## config.mk

```make
export PLATFORM = sky130hd
export DESIGN_NAME = pb_press_gen
export DESIGN_NICKNAME = d
export VERILOG_FILES = /design/src/rtl/pb_gen_pkg.sv /design/src/rtl/cyc_timer.sv /design/src/rtl/pb_press_gen.sv
export SDC_FILE = /design/constraint.sdc
export NUM_CORES = 1
export LEC_CHECK = 0
export CAP_MARGIN = 20
export CELL_PAD_IN_SITES_DETAIL_PLACEMENT = 1
export CELL_PAD_IN_SITES_GLOBAL_PLACEMENT = 1
export CORE_MARGIN = 8
export CORE_UTILIZATION = 40
export CTS_CLUSTER_SIZE = 28
export DETAILED_ROUTE_END_ITERATION = 10
export DONT_BUFFER_PORTS = 1
export HOLD_SLACK_MARGIN = 0.03
export PLACE_DENSITY = 0.7
export REMOVE_ABC_BUFFERS = 1
export SLEW_MARGIN = 40
export SYNTH_ARGS = -nofsm -noshare
export SYNTH_HDL_FRONTEND = slang
export SYNTH_HIERARCHICAL = 1
export SYNTH_SLANG_ARGS = --single-unit
```

## constraint.sdc

```tcl
create_clock -name clk -period 5.3 [get_ports clk]
set_clock_uncertainty 0.15 [all_clocks]
set_input_delay 0.53 -clock clk [delete_from_list [all_inputs] [get_ports clk]]
set_output_delay 0.53 -clock clk [all_outputs]
set_load 0.02 [all_outputs]
```

## src/rtl/pb_gen_pkg.sv

```systemverilog
// Shared types and helpers for the push-button press generator.
package pb_gen_pkg;

  typedef enum logic [2:0] {
    IDLE,
    BOUNCE_DN,
    HOLD,
    BOUNCE_UP,
    GAP
  } pb_gen_state_t;

  // Level of an untouched active-low button
  localparam logic PB_IDLE_LVL = 1'b1;

  function automatic int unsigned max3(input int unsigned a, input int unsigned b,
                                       input int unsigned c);
    int unsigned m;
    m = (a > b) ? a : b;
    return (m > c) ? m : c;
  endfunction

endpackage

```

## src/rtl/cyc_timer.sv

```systemverilog
// Loadable down-counter that parks at zero; expired is registered and mirrors count==0.
module cyc_timer #(
  parameter int unsigned W = 4
) (
  input  logic         clk,
  input  logic         rst,
  input  logic         load,
  input  logic [W-1:0] load_val,
  output logic         expired
);

  logic [W-1:0] count;
  logic [W-1:0] count_nxt;

  always_comb begin
    count_nxt = '0;
    if (load) begin
      count_nxt = load_val;
    end else if (count != '0) begin
      count_nxt = count - W'(1);
    end
  end

  always_ff @(posedge clk) begin
    if (rst) begin
      count   <= '0;
      expired <= 1'b1;
    end else begin
      count   <= count_nxt;
      expired <= (count_nxt == '0);
    end
  end

endmodule

```

## src/rtl/pb_press_gen.sv

```systemverilog
// Active-low push-button emulator: timed press/release with optional contact bounce,
// a one-cycle released pulse on the final rise and an enforced gap between presses.
module pb_press_gen
  import pb_gen_pkg::*;
#(
  parameter int unsigned PRESS_CYCLES  = 16,
  parameter int unsigned GAP_CYCLES    = 8,
  parameter int unsigned GLITCHES      = 0,
  parameter int unsigned BOUNCE_CYCLES = 2
) (
  input  logic clk,
  input  logic rst,
  input  logic start,
  input  logic abort,
  output logic PB_out,
  output logic busy,
  output logic released
);

  localparam int unsigned TMR_W  = $clog2(max3(PRESS_CYCLES, GAP_CYCLES, BOUNCE_CYCLES) + 1);
  localparam int unsigned GCNT_W = (GLITCHES > 0) ? $clog2(GLITCHES + 1) : 1;
  localparam bit          HAS_GLITCH = (GLITCHES > 0);

  localparam logic [TMR_W-1:0] HOLD_LD   = TMR_W'(PRESS_CYCLES - 1);
  localparam logic [TMR_W-1:0] GAP_LD    = TMR_W'(GAP_CYCLES - 1);
  localparam logic [TMR_W-1:0] BOUNCE_LD = TMR_W'((BOUNCE_CYCLES > 0) ? BOUNCE_CYCLES - 1 : 0);
  localparam logic [GCNT_W-1:0] GCNT_LAST = GCNT_W'((GLITCHES > 0) ? GLITCHES - 1 : 0);

  pb_gen_state_t     state, state_nxt;
  logic              pb_nxt, busy_nxt, rel_nxt;
  logic [GCNT_W-1:0] gcnt, gcnt_nxt;
  logic              tmr_load, tmr_expired;
  logic [TMR_W-1:0]  tmr_val;
  logic              to_gap;

  cyc_timer #(
    .W(TMR_W)
  ) u_tmr (
    .clk     (clk),
    .rst     (rst),
    .load    (tmr_load),
    .load_val(tmr_val),
    .expired (tmr_expired)
  );

  always_ff @(posedge clk) begin
    if (rst) begin
      state    <= IDLE;
      PB_out   <= PB_IDLE_LVL;
      busy     <= 1'b0;
      released <= 1'b0;
      gcnt     <= '0;
    end else begin
      state    <= state_nxt;
      PB_out   <= pb_nxt;
      busy     <= busy_nxt;
      released <= rel_nxt;
      gcnt     <= gcnt_nxt;
    end
  end

  // Within bounce phases the current PB_out level tells which half-period is running
  always_comb begin
    state_nxt = state;
    pb_nxt    = PB_out;
    busy_nxt  = busy;
    rel_nxt   = 1'b0;
    gcnt_nxt  = gcnt;
    tmr_load  = 1'b0;
    tmr_val   = '0;
    to_gap    = 1'b0;

    if (abort && (state inside {BOUNCE_DN, HOLD, BOUNCE_UP})) begin
      to_gap = 1'b1;
    end else begin
      case (state)
        IDLE: begin
          if (start && !abort && !busy) begin
            pb_nxt   = ~PB_IDLE_LVL;
            busy_nxt = 1'b1;
            tmr_load = 1'b1;
            gcnt_nxt = '0;
            if (HAS_GLITCH) begin
              state_nxt = BOUNCE_DN;
              tmr_val   = BOUNCE_LD;
            end else begin
              state_nxt = HOLD;
              tmr_val   = HOLD_LD;
            end
          end
        end
        BOUNCE_DN: begin
          if (tmr_expired) begin
            tmr_load = 1'b1;
            tmr_val  = BOUNCE_LD;
            if (PB_out != PB_IDLE_LVL) begin
              pb_nxt = PB_IDLE_LVL;
            end else begin
              pb_nxt = ~PB_IDLE_LVL;
              if (gcnt == GCNT_LAST) begin
                state_nxt = HOLD;
                tmr_val   = HOLD_LD;
              end else begin
                gcnt_nxt = gcnt + GCNT_W'(1);
              end
            end
          end
        end
        HOLD: begin
          if (tmr_expired) begin
            if (HAS_GLITCH) begin
              state_nxt = BOUNCE_UP;
              pb_nxt    = PB_IDLE_LVL;
              gcnt_nxt  = '0;
              tmr_load  = 1'b1;
              tmr_val   = BOUNCE_LD;
            end else begin
              to_gap  = 1'b1;
              rel_nxt = 1'b1;
            end
          end
        end
        BOUNCE_UP: begin
          if (tmr_expired) begin
            tmr_load = 1'b1;
            tmr_val  = BOUNCE_LD;
            if (PB_out == PB_IDLE_LVL) begin
              pb_nxt = ~PB_IDLE_LVL;
            end else if (gcnt == GCNT_LAST) begin
              to_gap  = 1'b1;
              rel_nxt = 1'b1;
            end else begin
              pb_nxt   = PB_IDLE_LVL;
              gcnt_nxt = gcnt + GCNT_W'(1);
            end
          end
        end
        GAP: begin
          if (tmr_expired) begin
            state_nxt = IDLE;
            busy_nxt  = 1'b0;
          end
        end
        default: begin
          state_nxt = IDLE;
          pb_nxt    = PB_IDLE_LVL;
          busy_nxt  = 1'b0;
        end
      endcase
    end

    // Final release and abort both land in a full-length gap with the button up
    if (to_gap) begin
      state_nxt = GAP;
      pb_nxt    = PB_IDLE_LVL;
      busy_nxt  = 1'b1;
      tmr_load  = 1'b1;
      tmr_val   = GAP_LD;
    end
  end

endmodule
```

After elaboration in Yosys (flattened, before gate mapping)
Cells that the tools add are included.
{ "op_classes": {"add_sub_neg": 2, "eq_ne": 19, "mux": 46, "bitwise": 3, "reduce_logical": 21} }
{ "op_table": {"columns": ["operator", "n"], "rows": [
  ["$mux W1", 24],
  ["$mux W3", 7],
  ["$reduce_and A7 Y1", 3],
  ["$mux W4", 5],
  ["$mux W5", 3],
  ["$pmux W3 S4", 1],
  ["$pmux W4 S3", 1],
  ["$ne A2 B1 Y1 const B", 5],
  ["$ne A2 B2 Y1 const B", 5],
  ["$reduce_or A2 Y1", 5],
  ["$ne A3 B3 Y1 const B", 3],
  ["$eq A3 B2 Y1 const B", 2],
  ["$ne A3 B2 Y1 const B", 2],
  ["$pmux W1 S3", 2],
  ["$reduce_bool A3 Y1", 2],
  ["$logic_not A5 Y1", 1],
  ["$reduce_and A5 Y1", 1],
  ["$reduce_bool A5 Y1", 1],
  ["$sub A5 B1 Y5 const B", 1],
  ["$pmux W1 S2", 2],
  ["$pmux W1 S4", 1],
  ["$reduce_and A4 Y1", 1],
  ["$eq A3 B1 Y1 const B", 1],
  ["$eq A3 B3 Y1 const B", 1],
  ["6 further kinds", 11]
]} }
{ "totals": {"ff_bits": 13, "in_bits": 4, "out_inout_bits": 3, "elab_cells": 99} }

Depth between registers and ports, before layout
{ "depth": {"ltp_word": 9, "depth_mapped": 8, "ltp_nobuf": 7} }

Modules after synthesis
The synthesis kept the hierarchy.
{ "by_module_without_submodules": {"columns": ["module", "instances", "cells_per_inst", "area_per_inst_um2", "seq_area_each_um2"], "rows": [
  ["cyc_timer", 1, 37, 335.3, 120.1],
  ["pb_press_gen", 1, 31, 286.5, 100.1]
]} }

Worst setup path before layout
No wires, ideal clock.
{ "synth_path": {"path_kind": "reg2reg", "startpoint": "reg state[2]", "endpoint": "reg u_tmr.expired", "setup_ns": 0.115, "arrival_time_ns": 1.784, "required_time_ns": 5.035, "slack_ns": 3.250, "stages_incl_launch_ff": 9, "n_path_buf": 1, "path_cell_list": "dfxtp_1 -> inv_1 -> ha_1 -> o21a_1 -> nand2b_1 -> clkbuf_4 -> a31o_2 -> a41o_2 -> a31o_1"} }
{ "synth_via": {"elab_chain_len": 7} }
{ "synth_rtl": {"columns": ["item", "line_no", "source"], "rows": [
  ["start: declaration", "pb_press_gen.sv:29", "pb_gen_state_t state, state_nxt;"],
  ["start signal: assignment", "pb_press_gen.sv:54", "state <= state_nxt;"],
  ["$eq A3 B1 Y1 or $eq A3 B2 Y1 (tied branches)", "pb_press_gen.sv:73, pb_press_gen.sv:76", null],
  ["$reduce_or A2 Y1 (no source line) or $reduce_bool A3 Y1 (tied branches)", null, null],
  ["$pmux W1 S2 or $logic_and A1 B1 Y1 (tied branches)", "pb_press_gen.sv:76, pb_press_gen.sv:73", null],
  ["$mux W1", "pb_press_gen.sv:73", "if (abort && (state inside {BOUNCE_DN, HOLD, BOUNCE_UP})) begin"],
  ["$mux W1 (*)", "pb_press_gen.sv:153", "if (to_gap) begin"],
  ["via tmr_load", "pb_press_gen.sv:32", "logic tmr_load, tmr_expired;"],
  ["$mux W5 (*)", "cyc_timer.sv:17", "if (load) begin"],
  ["$logic_not A5 Y1 (*)", "cyc_timer.sv:30", "expired <= (count_nxt == '0);"],
  ["end signal: assignment", "cyc_timer.sv:30", null],
  ["end: declaration", "cyc_timer.sv:9", "output logic expired"]
]} }
Mark *: on every way through the listed nets, which the timed path passes. The rest lies on a longest branch.
A chain may end at the register's enable or synchronous reset.

Worst setup path in the final report
Ends and elaborated chain as after synthesis.

==> impl_results.md <==
* Status: complete, no violations
* Seq/Total Area, Yosys at 35.41%
* Reg2reg end: u_tmr/expired
* DR pass1 iterations at 4
* Setup crit start: state[2]
* Global-route wire length before repair at between 2000 and 2500 um
* GRT Total Usage at between 9 and 10%
* Fin cells at 88
* Tightest Pin Transition at 543.3 ps
* # H-tree levels at 1
* IO Port Bufs at 0
* Antenna Violating Nets Remaining at 0
* Filler instances at about 180
* FP Rows at 14
* Critical path type: reg2reg
* Slew Viols, Final at 0
* Hold Path Depth at 1
* Final setup vio count at 0
* Hold path start: rst
* Clk_lat worst skew at roughly 260 ps
* Final GP Congestion at 0.7068
* CTS Buf Count at 3
* Maximum number of pins on one net before global-route repair at 18
* Initial antenna violation count at 0
* TritonCTS clock tree: done
* Initial core utilization at about two fifths
* Peak VDD IR at 207.6 uV
* Pre-CTS setup slack at ~3000 ps
* ANT cells at 0
* Tot Pwr at 0.3501 mW
* Synthesis-to-finish area growth at 6.841%
* Fin nets at 81
* FF-to-FF setup slack at just over 3000 ps
* Period utilization at 42.25%
* Placed cells at 84
* Final Hold Viols at 0
* Post-CTS Setup Inserts at 0
* Vias in the first global route at between 500 and 600
* CP Max Fanout at 17
* Clock buffer depth at 2
* Resized Gates After CTS at 0
* WL met2 at around 680 um
* Final wirelength at roughly 1300 um
* WHS at roughly 180 ps
* Top post-synthesis cells by area: dfxtp_1 (35%), ha_1 (8.0%), inv_1 (5.4%)
* Grt ovf at 0
* Multi-input gate area at between 300 and 400 um^2
* Hold Path Class: in2reg
* Reg2Reg Launch Point: state[2]
* Ratio of cells with drive above 1 in the final layout at about 17%
* Reg area at 220.2 um^2
* Max-Cap Viols at 0
* Vias/cell at ~5.5
* Synth top area share at 35.41%
* Yosys reg bits at 11
* Clock Sink Count at 11
* Cts hold-fix bufs at 0
* Max_slew headroom at a little under two thirds
* Drc violations at 0
* Critical Path End: u_tmr/expired
* Uppermost routed layer: met4
* Critical Path Source Type: flop
* Post-Syn Area at about 620 um^2
* CTS root buffer: clkbuf_4
* Synth unique cells at 36
* WL/cell at 14.25 um
* # IOs at 7
* Avg Inst Size Synth at 9.145 um^2
* Core area at about 1500 um^2
* Max stage delay cell, worst path: nand2b_1
* CP Cell Sequence: inv_1 > ha_1 > o21a_1 > nand2b_1 > a31o_2 > a41o_2 > a31o_1
* Final WS setup at slightly above 3000 ps
* Met3 Routed Length at approximately 25 um
* Pleak at between 0.2 and 0.3 nW
* Cell Pwr Density at roughly 530 nW/um^2
* Setup TNS at 0 ps
* FMAX at 446.6 MHz
* Min Clock Period, post-route at roughly 2200 ps
* Reg clk slew, reported paths at about 70 ps
* CP endpoint kind: flop
* Die ar. at approximately 3000 um^2
* Worst reg-to-reg path cell count at 7
* Crit-path max cell delay at 400 ps
* Critical path arrival at ~2200 ps
* Warnings, synthesis at 6
* Chip Width at between 50 and 60 um
* Mapped Cells at 68
* Yosys top cell by area: dfxtp_1
* Die height at 55.43 um
* Drt initial violations at 5
* Hpwl dp at ~1000 um
* Met1 Wirelength at ~540 um
* Vias at around 490
* WP data required at 5310 ps
* RSZ-0062 raised after global routing: false
[stage by stage]
step	utilization, %	cell area, um^2
6_report	44.62	664.4
5_1_grt	44.62	664.4
4_1_cts	44.62	664.4
3_5_place_dp	42.86	638.1
3_3_place_gp	42.86	638.1
2_1_floorplan	-	618.1
[final cells by class]
class | count | area share, %
Multi-Input combinational cell | 48 | 54.80
Sequential cell | 11 | 33.14
Inverter | 9 | 5.085
Clock buffer | 4 | 3.955
Tap cell | 16 | 3.013
[state kept, by name, indices dropped and copies added, names as in the netlist]
signal / cells
u_tmr/expired: 1
state: 2
busy: 1
released: 1
u_tmr/count: 5
PB_out: 1
[cell families (layout without fill, tap and decap cells)]
family,Yosys count,after routing,synth area share (%)
buf+inv,10,13,6.640
flops,11,11,35.41
simple gates,20,20,20.72
xor+xnor,1,1,1.409
fa+ha+maj,4,4,8.049
compound gates,21,21,27.17
other cells,1,2,0.6030
[metal layers]
layer | track usage [%] | up-vias
met5 | 0 | -
met4 | 4.225 | 0
met3 | 3.425 | 2
met2 | 15.71 | 1
met1 | 9.585 | 234
li1 | - | 250
[Yosys cell counts, drive strengths merged]
library cell / number
dfxtp: 11
inv: 9
nor2: 6
ha: 4
o21ai: 3
a211oi: 2
a21oi: 2
a2bb2oi: 2
a31o: 2
nand2b: 2
nor2b: 2
nor3: 2
or3: 2
a211o: 1
a21o: 1
a221oi: 1
a41o: 1
and2: 1
and4bb: 1
clkbuf: 1
conb: 1
nand2: 1
nand3: 1
nor3b: 1
o211a: 1
o211ai: 1
o21a: 1
o311a: 1
o31ai: 1
o32ai: 1
or3b: 1
xnor2: 1
[how the worst min path moves through the flow]
| stage | to | slack, ps |
|---|---|---|
| after detailed placement | state[1] | 390 |
| after floorplan | state[1] | 350 |
| after CTS | u_tmr/count[0] | 170 |
| after global routing | u_tmr/count[1] | 160 |
| after global placement | state[1] | 380 |
| final | u_tmr/count[0] | 180 |
[power breakdown]
part | total [mW] | internal, mW | switching, mW
clock network | 0.0556 | 0.0290 | 0.0265
logic | 0.163 | 0.0864 | 0.0771
registers | 0.131 | 0.106 | 0.0250
[cells in the final DEF, fill, tap and decap left out, drive strengths merged]
| cell type | netlist | routed |
|---|---|---|
| nor2b | 2 | 2 |
| a211o | 1 | 1 |
| o21ai | 3 | 3 |
| a2bb2oi | 2 | 2 |
| ha | 4 | 4 |
| o32ai | 1 | 1 |
| nor3 | 2 | 2 |
| o211ai | 1 | 1 |
| a31o | 2 | 2 |
| clkbuf | 1 | 4 |
| and4bb | 1 | 1 |
| xnor2 | 1 | 1 |
| inv | 9 | 9 |
| nand2 | 1 | 1 |
| o21a | 1 | 1 |
| nand2b | 2 | 2 |
| a41o | 1 | 1 |
| or3b | 1 | 1 |
| dfxtp | 11 | 11 |
| conb | 1 | 2 |
| and2 | 1 | 1 |
| a221oi | 1 | 1 |
| a21oi | 2 | 2 |
| o311a | 1 | 1 |
| o211a | 1 | 1 |
| or3 | 2 | 2 |
| o31ai | 1 | 1 |
| nor2 | 6 | 6 |
| nand3 | 1 | 1 |
| nor3b | 1 | 1 |
| a21o | 1 | 1 |
| a211oi | 2 | 2 |
[worst max-delay path: cells and delay by family (launching register included)]
| family | cells | cell delay, ps |
|---|---|---|
| buffers and inverters | 1 | 60 |
| AND/OR/NAND/NOR | 1 | 400 |
| AO/OA/AOI/OAI | 4 | 940 |
| adder cells (fa/ha/maj) | 1 | 240 |
| flip-flops | 1 | 350 |
Power figures use the tool's default switching activity.
